$ cat src/rtl/buzz_pkg.sv
// buzz_pkg: shared types for the buzzer scheduler (states, source codes, beep patterns).
package buzz_pkg;
  typedef enum logic [1:0] {IDLE, ON, OFF} state_e;
  localparam logic [1:0] SRC_NONE = 2'd0;
  localparam logic [1:0] SRC_CLICK = 2'd1;
  localparam logic [1:0] SRC_ALARM = 2'd2;
  localparam logic [1:0] SRC_ERR = 2'd3;
  localparam int PAT_W = 16;
  typedef struct packed {
    logic [PAT_W-1:0] n;
    logic [PAT_W-1:0] on_t;
    logic [PAT_W-1:0] off_t;
  } pattern_t;
  function automatic pattern_t mk_pat(input int n, input int on_t, input int off_t);
    return '{n: PAT_W'(n), on_t: PAT_W'(on_t), off_t: PAT_W'(off_t)};
  endfunction
endpackage

$ cat src/rtl/buzz_phase_timer.sv
// buzz_phase_timer: phase down-counter plus beep counter for the active pattern.
module buzz_phase_timer
  import buzz_pkg::*;
#(
  parameter int CNT_W = 10
) (
  input  logic     clk,
  input  logic     rst,
  input  logic     load_i,
  input  logic     first_i,
  input  state_e   phase_i,
  input  pattern_t pat_i,
  output logic     phase_expired_o,
  output logic     last_beep_o
);
  logic [CNT_W-1:0] timer_q, timer_d, beep_q, beep_d, len;
  always_comb begin
    len = phase_i == ON ? pat_i.on_t[CNT_W-1:0] : pat_i.off_t[CNT_W-1:0];
    timer_d = load_i ? len - CNT_W'(1) : timer_q - CNT_W'(timer_q != '0);
    beep_d = (load_i && phase_i == ON) ? (first_i ? CNT_W'(1) : beep_q + CNT_W'(1)) : beep_q;
  end
  always_ff @(posedge clk) begin
    if (rst) begin
      timer_q <= '0;
      beep_q <= '0;
    end else begin
      timer_q <= timer_d;
      beep_q <= beep_d;
    end
  end
  assign phase_expired_o = timer_q == '0;
  assign last_beep_o = beep_q == pat_i.n[CNT_W-1:0];
endmodule

$ cat src/rtl/buzz_sched.sv
// buzz_sched: latches buzzer requests, grants by fixed priority (err > alarm > click)
// with preemption, and sequences the granted beep pattern onto the buzz level.
module buzz_sched
  import buzz_pkg::*;
#(
  parameter int CNT_W = 10,
  parameter int CLICK_N = 1,
  parameter int CLICK_ON = 30,
  parameter int CLICK_OFF = 30,
  parameter int ALARM_N = 3,
  parameter int ALARM_ON = 200,
  parameter int ALARM_OFF = 200,
  parameter int ERR_N = 5,
  parameter int ERR_ON = 100,
  parameter int ERR_OFF = 100
) (
  input  logic       clk,
  input  logic       rst,
  input  logic       req_click,
  input  logic       req_alarm,
  input  logic       req_err,
  input  logic       mute,
  output logic       buzz,
  output logic       busy,
  output logic [1:0] src,
  output logic       done
);
  localparam int LIM = 1 << CNT_W;
  if (CNT_W < 1 || CNT_W > PAT_W || CLICK_N < 1 || CLICK_ON < 1 || CLICK_OFF < 1 ||
      ALARM_N < 1 || ALARM_ON < 1 || ALARM_OFF < 1 || ERR_N < 1 || ERR_ON < 1 || ERR_OFF < 1 ||
      CLICK_N >= LIM || CLICK_ON >= LIM || CLICK_OFF >= LIM || ALARM_N >= LIM ||
      ALARM_ON >= LIM || ALARM_OFF >= LIM || ERR_N >= LIM || ERR_ON >= LIM || ERR_OFF >= LIM)
  begin : g_bad_param
    $error("buzz_sched: pattern parameters must be nonzero and below 2**CNT_W");
  end
  localparam pattern_t P_CLICK = mk_pat(CLICK_N, CLICK_ON, CLICK_OFF);
  localparam pattern_t P_ALARM = mk_pat(ALARM_N, ALARM_ON, ALARM_OFF);
  localparam pattern_t P_ERR = mk_pat(ERR_N, ERR_ON, ERR_OFF);
  state_e state_q, phase;
  logic [1:0] src_q, win, sel;
  logic [2:0] pend_q, pend_d, clr;
  logic grant, load, exp_w, last_w, buzz_q, done_q;
  pattern_t pat;
  // src_q is SRC_NONE in IDLE, so one compare covers both idle grant and preemption
  always_comb begin
    win = pend_q[2] ? SRC_ERR : pend_q[1] ? SRC_ALARM : pend_q[0] ? SRC_CLICK : SRC_NONE;
    grant = win > src_q;
    clr = {win == SRC_ERR, win == SRC_ALARM, win == SRC_CLICK} & {3{grant}};
    pend_d = (pend_q & ~clr) | {req_err, req_alarm, req_click};
    sel = grant ? win : src_q;
    pat = sel == SRC_ERR ? P_ERR : sel == SRC_ALARM ? P_ALARM : P_CLICK;
    load = grant || (exp_w && (state_q == ON || (state_q == OFF && !last_w)));
    phase = (grant || state_q == OFF) ? ON : OFF;
  end
  buzz_phase_timer #(.CNT_W(CNT_W)) u_timer (
    .clk            (clk),
    .rst            (rst),
    .load_i         (load),
    .first_i        (grant),
    .phase_i        (phase),
    .pat_i          (pat),
    .phase_expired_o(exp_w),
    .last_beep_o    (last_w)
  );
  always_ff @(posedge clk) begin
    if (rst) begin
      state_q <= IDLE;
      src_q <= SRC_NONE;
      pend_q <= '0;
      buzz_q <= 1'b0;
      done_q <= 1'b0;
    end else begin
      pend_q <= pend_d;
      done_q <= 1'b0;
      if (grant) begin
        state_q <= ON;
        src_q <= win;
        buzz_q <= ~mute;
      end else if (state_q == ON) begin
        buzz_q <= ~mute && !exp_w;
        if (exp_w) state_q <= OFF;
      end else if (state_q == OFF && exp_w) begin
        state_q <= last_w ? IDLE : ON;
        src_q <= last_w ? SRC_NONE : src_q;
        buzz_q <= ~mute && !last_w;
        done_q <= last_w;
      end else begin
        buzz_q <= 1'b0;
      end
    end
  end
  assign buzz = buzz_q;
  assign busy = state_q != IDLE;
  assign src = src_q;
  assign done = done_q;
endmodule

$ cat config.mk
export PLATFORM = sky130hd
export DESIGN_NAME = buzz_sched
export DESIGN_NICKNAME = d
export VERILOG_FILES = /design/src/rtl/buzz_pkg.sv /design/src/rtl/buzz_phase_timer.sv /design/src/rtl/buzz_sched.sv
export SDC_FILE = /design/constraint.sdc
export NUM_CORES = 1
export LEC_CHECK = 0
export CAP_MARGIN = 20
export CORE_AREA = 2 2 58 60
export CTS_BUF_LIST = sky130_fd_sc_hd__clkbuf_8
export DETAILED_ROUTE_END_ITERATION = 6
export DIE_AREA = 0 0 60 62
export PLACE_DENSITY = 0.84
export SYNTH_ARGS = -nofsm -noshare
export SYNTH_HDL_FRONTEND = slang
export SYNTH_SLANG_ARGS = --single-unit
$ cat constraint.sdc
create_clock -name clk -period 2.24 [get_ports clk]
set_input_delay 0.672 -clock clk [delete_from_list [all_inputs] [get_ports clk]]
set_output_delay 0.672 -clock clk [all_outputs]
set_load 0.05 [all_outputs]
Word-level counts from Yosys, hierarchy flattened. Index checks and enable logic that the tools add are counted.

Register bits: 29. Bits in latches: 0. RAM bits: 0. Bits in read-only memories: 0. Input port bits: 6. Logic and storage cells: 75. Memories: 0.

Add/subtract/negate cells: 3. Multipliers: 0. Divide/modulo/power cells: 0. $lt $le $gt $ge: 1. Equality and inequality tests: 12. Shift-type cells: 0. Multiplexer cells: 22. Bitwise logic cells: 6. Reductions and logical operators: 23.

Operators by type and width (number): 2-to-1 mux 35 bit (1); 2-to-1 mux 34 bit (1); 2-to-1 mux 10 bit (3); 2-to-1 mux 2 bit (11); adder 10 x 1 -> 10 bit, second input constant (1); equality test 10 x 3 -> 1 bit (1); equality test 2 bit, second input constant (5); zero test 10 bit (1); nonzero test 10 bit (1); subtractor 10 x 1 -> 10 bit (1); subtractor 10 x 1 -> 10 bit, second input constant (1); nonzero test 2 bit (4); AND 3 bit (2); equality test 2 x 1 -> 1 bit, second input constant (3); logical AND 1 bit (6); 2-to-1 mux 1 bit (6); AND reduction 2 bit (2); OR reduction 4 bit (1); logical OR 1 bit (3); != test 3 x 2 -> 1 bit, second input constant (1); inverter 3 bit (1); bitwise OR 3 bit (1); AND reduction 3 bit (1); nonzero test 3 bit (1); other kinds (6) (8).

Logic depth before layout (Yosys ltp).
Word-level depth: 15. Gate-level depth with buffers: 9. Depth with buffers taken out: 8.

Cells and area by module. From an unflattened synthesis, not the netlist that was laid out.

Cells, all modules: 241. Area total of the unflattened synthesis: 2062.0 sq um.

By module, submodules not included: buzz_phase_timer (times used 1, cells each 173, area each 1456.4 sq um, sequential area each 400.4 sq um); buzz_sched (times used 1, cells each 68, area each 605.6 sq um, sequential area each 180.2 sq um).

Worst setup path after synthesis. OpenSTA, ideal clock, no wires.

Kind: reg2reg. Start point: register src_q[1], in the netlist src[1]. End point: register u_timer.beep_q[6]. Library setup time: 0.070 ns. Arrival time: 2.553 ns. Data required time: 2.170 ns. Slack: -0.383 ns. Cell stages (with the launch flop): 9. Path buffers: 1. Path through: dfxtp_1 > inv_1 > ha_1 > o21bai_1 > o311ai_2 > and3_1 > buf_2 > or4_1 > a21oi_1.

Word-level cells in the longest chain between the ends: 12. Elaborated cells on any way between the ends: 17. Those cells by class: order compare (1); eq/ne (4); mux (5); reduce/logical (7).

Ends and longest elaborated chain: start, declared (RTL line buzz_sched.sv:40) `logic [1:0] src_q, win, sel;`; start signal, assigned (RTL line buzz_sched.sv:77) `src_q <= win;`; start signal, assigned (RTL line buzz_sched.sv:84) `src_q <= last_w ? SRC_NONE : src_q;`; > comparator 2 bit (RTL line buzz_sched.sv:47) `grant = win > src_q;`; 2-to-1 mux 2 bit (RTL line buzz_sched.sv:50) `sel = grant ? win : src_q;`; equality test 2 bit (RTL line buzz_sched.sv:51) `pat = sel == SRC_ERR ? P_ERR : sel == SRC_ALARM ? P_ALARM : P_CLICK;`; 2-to-1 mux 34 bit (RTL line buzz_sched.sv:51); 2-to-1 mux 35 bit (RTL line buzz_sched.sv:51); equality test 10 x 3 -> 1 bit (RTL line buzz_phase_timer.sv:32) `assign last_beep_o = beep_q == pat_i.n[CNT_W-1:0];`; zero test 1 bit (RTL line buzz_sched.sv:52) `load = grant || (exp_w && (state_q == ON || (state_q == OFF && !last_w)));`; logical AND 1 bit (RTL line buzz_sched.sv:52); logical OR 1 bit (RTL line buzz_sched.sv:52); logical AND 1 bit (RTL line buzz_sched.sv:52); logical OR 1 bit (RTL line buzz_sched.sv:52); logical AND 1 bit (RTL line buzz_phase_timer.sv:20) `beep_d = (load_i && phase_i == ON) ? (first_i ? CNT_W'(1) : beep_q + CNT_W'(1)) : beep_q;`; end signal, assigned (RTL line buzz_phase_timer.sv:28) `beep_q <= beep_d;`; end, declared (RTL line buzz_phase_timer.sv:16) `logic [CNT_W-1:0] timer_q, timer_d, beep_q, beep_d, len;`.

Several ways; a longest one is shown, not always the timed one. A chain may end at the register's enable or synchronous reset.

Final worst setup path.
Start point: register pend_q[2]. End point: register src_q[0], in the netlist src[0].

Word-level cells in the longest chain between the ends: 9. Elaborated cells on any way between the ends: 13. Those cells by class: order compare (1); eq/ne (4); mux (5); reduce/logical (3).

Ends and longest elaborated chain: start, declared (RTL line buzz_sched.sv:41) `logic [2:0] pend_q, pend_d, clr;`; start signal, assigned (RTL line buzz_sched.sv:73) `pend_q <= pend_d;`; 2-to-1 mux 2 bit (*) (RTL line buzz_sched.sv:46) `win = pend_q[2] ? SRC_ERR : pend_q[1] ? SRC_ALARM : pend_q[0] ? SRC_CLICK : SRC_NONE;`; > comparator 2 bit (RTL line buzz_sched.sv:47); 2-to-1 mux 2 bit (RTL line buzz_sched.sv:50); equality test 2 bit (RTL line buzz_sched.sv:51); 2-to-1 mux 34 bit (RTL line buzz_sched.sv:51); 2-to-1 mux 35 bit (RTL line buzz_sched.sv:51); equality test 10 x 3 -> 1 bit (RTL line buzz_phase_timer.sv:32); nonzero test 2 bit (no source line); AND reduction 3 bit (no source line).

Mark *: on every way between the ends. The rest lies on a longest branch, timed or not.

==> impl_metrics.prom <==
# TYPE chip_impl_metric gauge
chip_impl_metric{name="worst-slew-pin-transition",unit="ns"} 0.616
chip_impl_metric{name="antenna_violations_before_repair",unit=""} 0
chip_impl_metric{name="grt_pass1_vias",unit=""} 1270
chip_impl_info{name="tritoncts",value="yes"} 1
chip_impl_info{name="clk_root_buffer_cell",value="clkbuf_8"} 1
chip_impl_metric{name="hold_viol",unit=""} 0
chip_impl_info{name="worstSetupEndpointType",value="flop"} 1
chip_impl_metric{name="finalNonFillerCells",unit=""} 260
chip_impl_metric{name="synth_enable_flop_cells",unit=""} 0
chip_impl_metric{name="cts-buffers-inserted",unit=""} 5
chip_impl_metric{name="drt_pre_antenna_iters",unit=""} 4
chip_impl_metric{name="critical_path_buf_inv_count",unit=""} 0
chip_impl_metric{name="critical_path.max_stage_delay",unit="ns"} 0.54
chip_impl_metric{name="worst-path-stages",unit=""} 7
chip_impl_metric{name="num_io_pins",unit=""} 11
chip_impl_metric{name="ctsHtreeMaxLevel",unit=""} 2
chip_impl_metric{name="areaGrowthSynthToFinish",unit="%"} 26.1
chip_impl_metric{name="detail_route.wirelength",unit="um"} 3670
chip_impl_info{name="kind_of_cell_adding_the_most_delay_to_the_critical_path",value="simple AND/OR/NAND/NOR gates"} 1
chip_impl_metric{name="chipWidth",unit="um"} 60
chip_impl_metric{name="final.period_utilization",unit="%"} 98.5
chip_impl_metric{name="ys_ff_latch",unit=""} 29
chip_impl_info{name="ys_dominant_reg_cell",value="dfxtp_1"} 1
chip_impl_metric{name="yosysWarnings",unit=""} 0
chip_impl_metric{name="nets",unit=""} 226
chip_impl_metric{name="insertedDiodeCount",unit=""} 0
chip_impl_metric{name="timing.final.max_slew_violations",unit=""} 0
chip_impl_metric{name="overall_global_routing_resource_usage",unit="%"} 20.0
chip_impl_metric{name="synth_async_sr_flop_share",unit="%"} 0
chip_impl_info{name="crit_path_cell_trace",value="nor2_2 > ha_2 > or4b_4 > o311ai_4 > nand3_1 > o211a_1 > o21a_1"} 1
chip_impl_metric{name="relSlewSlack",unit="%"} 58.4
chip_impl_metric{name="drv.max_cap_violation_count",unit=""} 0
chip_impl_metric{name="fp.coreArea",unit="sq um"} 3180
chip_impl_metric{name="synthesis.area_per_instance",unit="sq um"} 8.71
chip_impl_metric{name="grt_max_degree",unit=""} 17
chip_impl_metric{name="grt_overflow",unit=""} 0
chip_impl_info{name="origin_of_the_critical_flop_to_flop_path",value="pend_q[2]"} 1
chip_impl_metric{name="start_util",unit="%"} 51.0
chip_impl_metric{name="timing.critical_path.required",unit="ns"} 2.42
chip_impl_metric{name="fp-row-count",unit=""} 21
chip_impl_metric{name="power.ir.vdd_worst",unit="uV"} 635
chip_impl_metric{name="chipHeight",unit="um"} 62
chip_impl_metric{name="routed-via-count",unit=""} 1464
chip_impl_metric{name="post-cts-setup-buffers",unit=""} 0
chip_impl_metric{name="power.static_leakage",unit="nW"} 0.797
chip_impl_metric{name="die_area",unit="sq um"} 3720
chip_impl_info{name="rsz0062_at_grt",value="true"} 1
chip_impl_metric{name="ys_types",unit=""} 51
chip_impl_metric{name="placed_cells_incl_taps",unit=""} 252
chip_impl_metric{name="mapped_nets",unit=""} 199
chip_impl_metric{name="rrSetupSlack",unit="ns"} 0.03
chip_impl_metric{name="cts.reportedPaths.clkPinSlew",unit="ns"} 0.07
chip_impl_metric{name="ant_nets",unit=""} 0
chip_impl_metric{name="drcViolationCount",unit=""} 0
chip_impl_metric{name="power-per-cell-area",unit="nW/um^2"} 1210
chip_impl_metric{name="worstSkewPairLatency",unit="ns"} 0.29
chip_impl_metric{name="multiInputGateArea",unit="sq um"} 1070
chip_impl_metric{name="port-buffer-count",unit=""} 10
chip_impl_metric{name="finalWorstPathRequiredPeriod",unit="ns"} 2.21
chip_impl_info{name="min-delay-path-class",value="flop to flop"} 1
chip_impl_metric{name="post_synth_inst_count",unit=""} 186
chip_impl_metric{name="min_path_cells",unit=""} 2
chip_impl_metric{name="clkSinkCount",unit=""} 29
chip_impl_metric{name="arrival",unit="ns"} 2.39
chip_impl_metric{name="fmax_achieved",unit="GHz"} 0.453
chip_impl_metric{name="drt_first_iter_violations",unit=""} 48
chip_impl_info{name="timing.critical_path.slowest_stage_cell",value="or4b_4"} 1
chip_impl_metric{name="clock_skew",unit="ns"} 0.0101
chip_impl_info{name="timing.hold.worst.start",value="u_timer.beep_q[9]"} 1
chip_impl_metric{name="worst_r2r_path_depth",unit=""} 7
chip_impl_info{name="run_status",value="complete, no violations"} 1
chip_impl_metric{name="via_per_inst",unit=""} 5.63
chip_impl_metric{name="post-layout-total-power",unit="mW"} 2.47
chip_impl_metric{name="drt-wirelength-per-cell",unit="um"} 14.1
chip_impl_metric{name="grt_pass1_wl",unit="um"} 5500
chip_impl_metric{name="cts-hold-fix-buffers",unit=""} 0
chip_impl_metric{name="post_route_cells_drive_above_1_share",unit="%"} 22.9
chip_impl_info{name="r2r_end",value="src[0]"} 1
chip_impl_metric{name="sequential_cell_area",unit="sq um"} 586
chip_impl_metric{name="routabilityCongestion",unit=""} 0.832
chip_impl_info{name="nature_of_the_critical_path_startpoint",value="flop"} 1
chip_impl_metric{name="ys_seq_area_share",unit="%"} 35.8
chip_impl_info{name="hold_path_end",value="u_timer.beep_q[9]"} 1
chip_impl_info{name="setup.worst_path.class",value="flop to flop"} 1
chip_impl_metric{name="setup_viol_count_final",unit=""} 0
chip_impl_metric{name="place_hpwl",unit="um"} 2560
chip_impl_metric{name="crit_path_max_fanout",unit=""} 6
chip_impl_metric{name="cts.path.max_buffers",unit=""} 2
chip_impl_metric{name="netlist_area",unit="sq um"} 1620
chip_impl_metric{name="layout_fillers",unit=""} 256
## stage by stage
| stage | cell area, sq um | utilization, % | hold slack, ns | setup TNS (ns) | worst slack [ns] |
|---|---|---|---|---|---|
| global route | 2040 | 64.3 | 0.506 | -0.173 | -0.0458 |
| global placement | 1880 | 59.3 | 0.460 | 0 | 0.00947 |
| finish | 2040 | 64.3 | 0.483 | 0 | 0.0347 |
| detailed placement | 1880 | 59.3 | 0.471 | 0 | 0.00690 |
| floorplan | 1630 | - | 0.446 | 0 | 0.00526 |
| CTS | 1970 | 62.1 | 0.479 | 0 | 0.0175 |
## Yosys cell counts, types with 2 or more instances
cell type	count	area share, %
dfxtp_1	29	36
a21oi_1	15	4.6
nor2_1	14	3.2
nand2_1	12	2.8
nand3_1	9	2.8
o21ai_0	8	2.5
ha_1	7	5.4
inv_1	7	1.6
xnor2_1	7	3.8
nor3_1	6	1.9
and3_1	4	1.5
o21a_1	4	1.9
or4_1	4	1.9
buf_2	3	0.93
clkbuf_1	3	0.69
nand2b_1	3	1.2
nand4_1	3	1.2
nor2b_1	3	1.2
o211a_1	3	1.9
or3_1	3	1.2
a211oi_1	2	0.93
mux2i_1	2	1.2
nand3b_1	2	0.93
nor4_1	2	0.77
o211ai_1	2	0.93
o21bai_1	2	0.93
o31ai_1	2	0.93
xor2_1	2	1.1
## worst reg2reg max path, delay by kind of cell (launching register included)
family                   cells  cell delay (ns)
AO/OA/AOI/OAI                3             0.56
adder cells (fa/ha/maj)      1             0.34
flip-flops                   1             0.32
AND/OR/NAND/NOR              3             0.88
## cells in the final DEF (no fill, tap or decap), types with 3 or more instances in the layout
cell / Yosys / final
or3_1: 3 / 3
buf_4: 0 / 16
nor3_1: 6 / 5
dfxtp_1: 29 / 27
clkbuf_8: 0 / 5
ha_1: 7 / 5
nor2_1: 14 / 13
nand4_1: 3 / 3
or4_1: 4 / 4
nand3_1: 9 / 9
o21a_1: 4 / 4
a21oi_1: 15 / 13
nand2_1: 12 / 11
o21ai_0: 8 / 8
o211a_1: 3 / 3
clkdlybuf4s50_1: 0 / 8
inv_1: 7 / 7
xnor2_1: 7 / 7
## cells by family (layout without fill, tap and decap cells)
kind of cell	count (synthesis)	in the layout	synth area share (%)
AND/OR/NAND/NOR	75	75	26.7
multiplexers	2	2	1.24
AO/OA/AOI/OAI	51	51	22.7
XOR/XNOR	9	9	4.87
flip-flops	29	29	35.8
adder cells (fa/ha/maj)	7	7	5.41
buffers and inverters	13	41	3.24
## final cells by class
cell class,count,area share (%)
clock buffer,5,3.37
tap,46,2.82
inverter,7,1.29
clock inverter,3,0.674
sequential,29,28.7
multi-input combinational,144,52.4
timing repair buffer,26,10.8
## layer usage
metal	up-vias	wire length, um	GRT usage, %
met5	-	0	0
met4	0	40	6.67
met3	4	145	5.59
met2	34	1760	32.3
met1	676	1720	25.9
li1	750	-	-
## worst max path at each step
stage | end | from | slack, ns
after floorplan | u_timer.beep_q[6] | src[1] | 0.005
after global placement | u_timer.timer_q[2] | pend_q[2] | 0.009
after detailed placement | u_timer.beep_q[8] | pend_q[2] | 0.007
after CTS | u_timer.timer_q[2] | src[1] | 0.02
after global routing | u_timer.beep_q[1] | pend_q[2] | -0.05
final | src[0] | pend_q[2] | 0.03
## flip-flops by register name, summed over array words and instances, names as in the netlist
| register | flops |
|---|---|
| buzz | 1 |
| u_timer.timer_q | 10 |
| done | 1 |
| u_timer.beep_q | 10 |
| state_q | 2 |
| pend_q | 3 |
| src | 2 |
## power breakdown
group          internal [mW]  switching (mW)  leakage (nW)
Clock                  0.210           0.206        0.0491
Combinational          0.595           0.714         0.509
Sequential             0.626           0.115         0.239
Total                   1.43            1.03         0.797
## repair_timing
| item | 4_1_cts | 5_1_grt |
|---|---|---|
| gates resized for setup | 3 | 17 |
| cloned | 0 | 0 |
| pin swaps | 0 | 2 |
| endpoints found under the hold margin | 0 | 0 |
| setup endpoints to repair | 3 | 20 |
No activity file was read; power rests on OpenSTA's default activity.
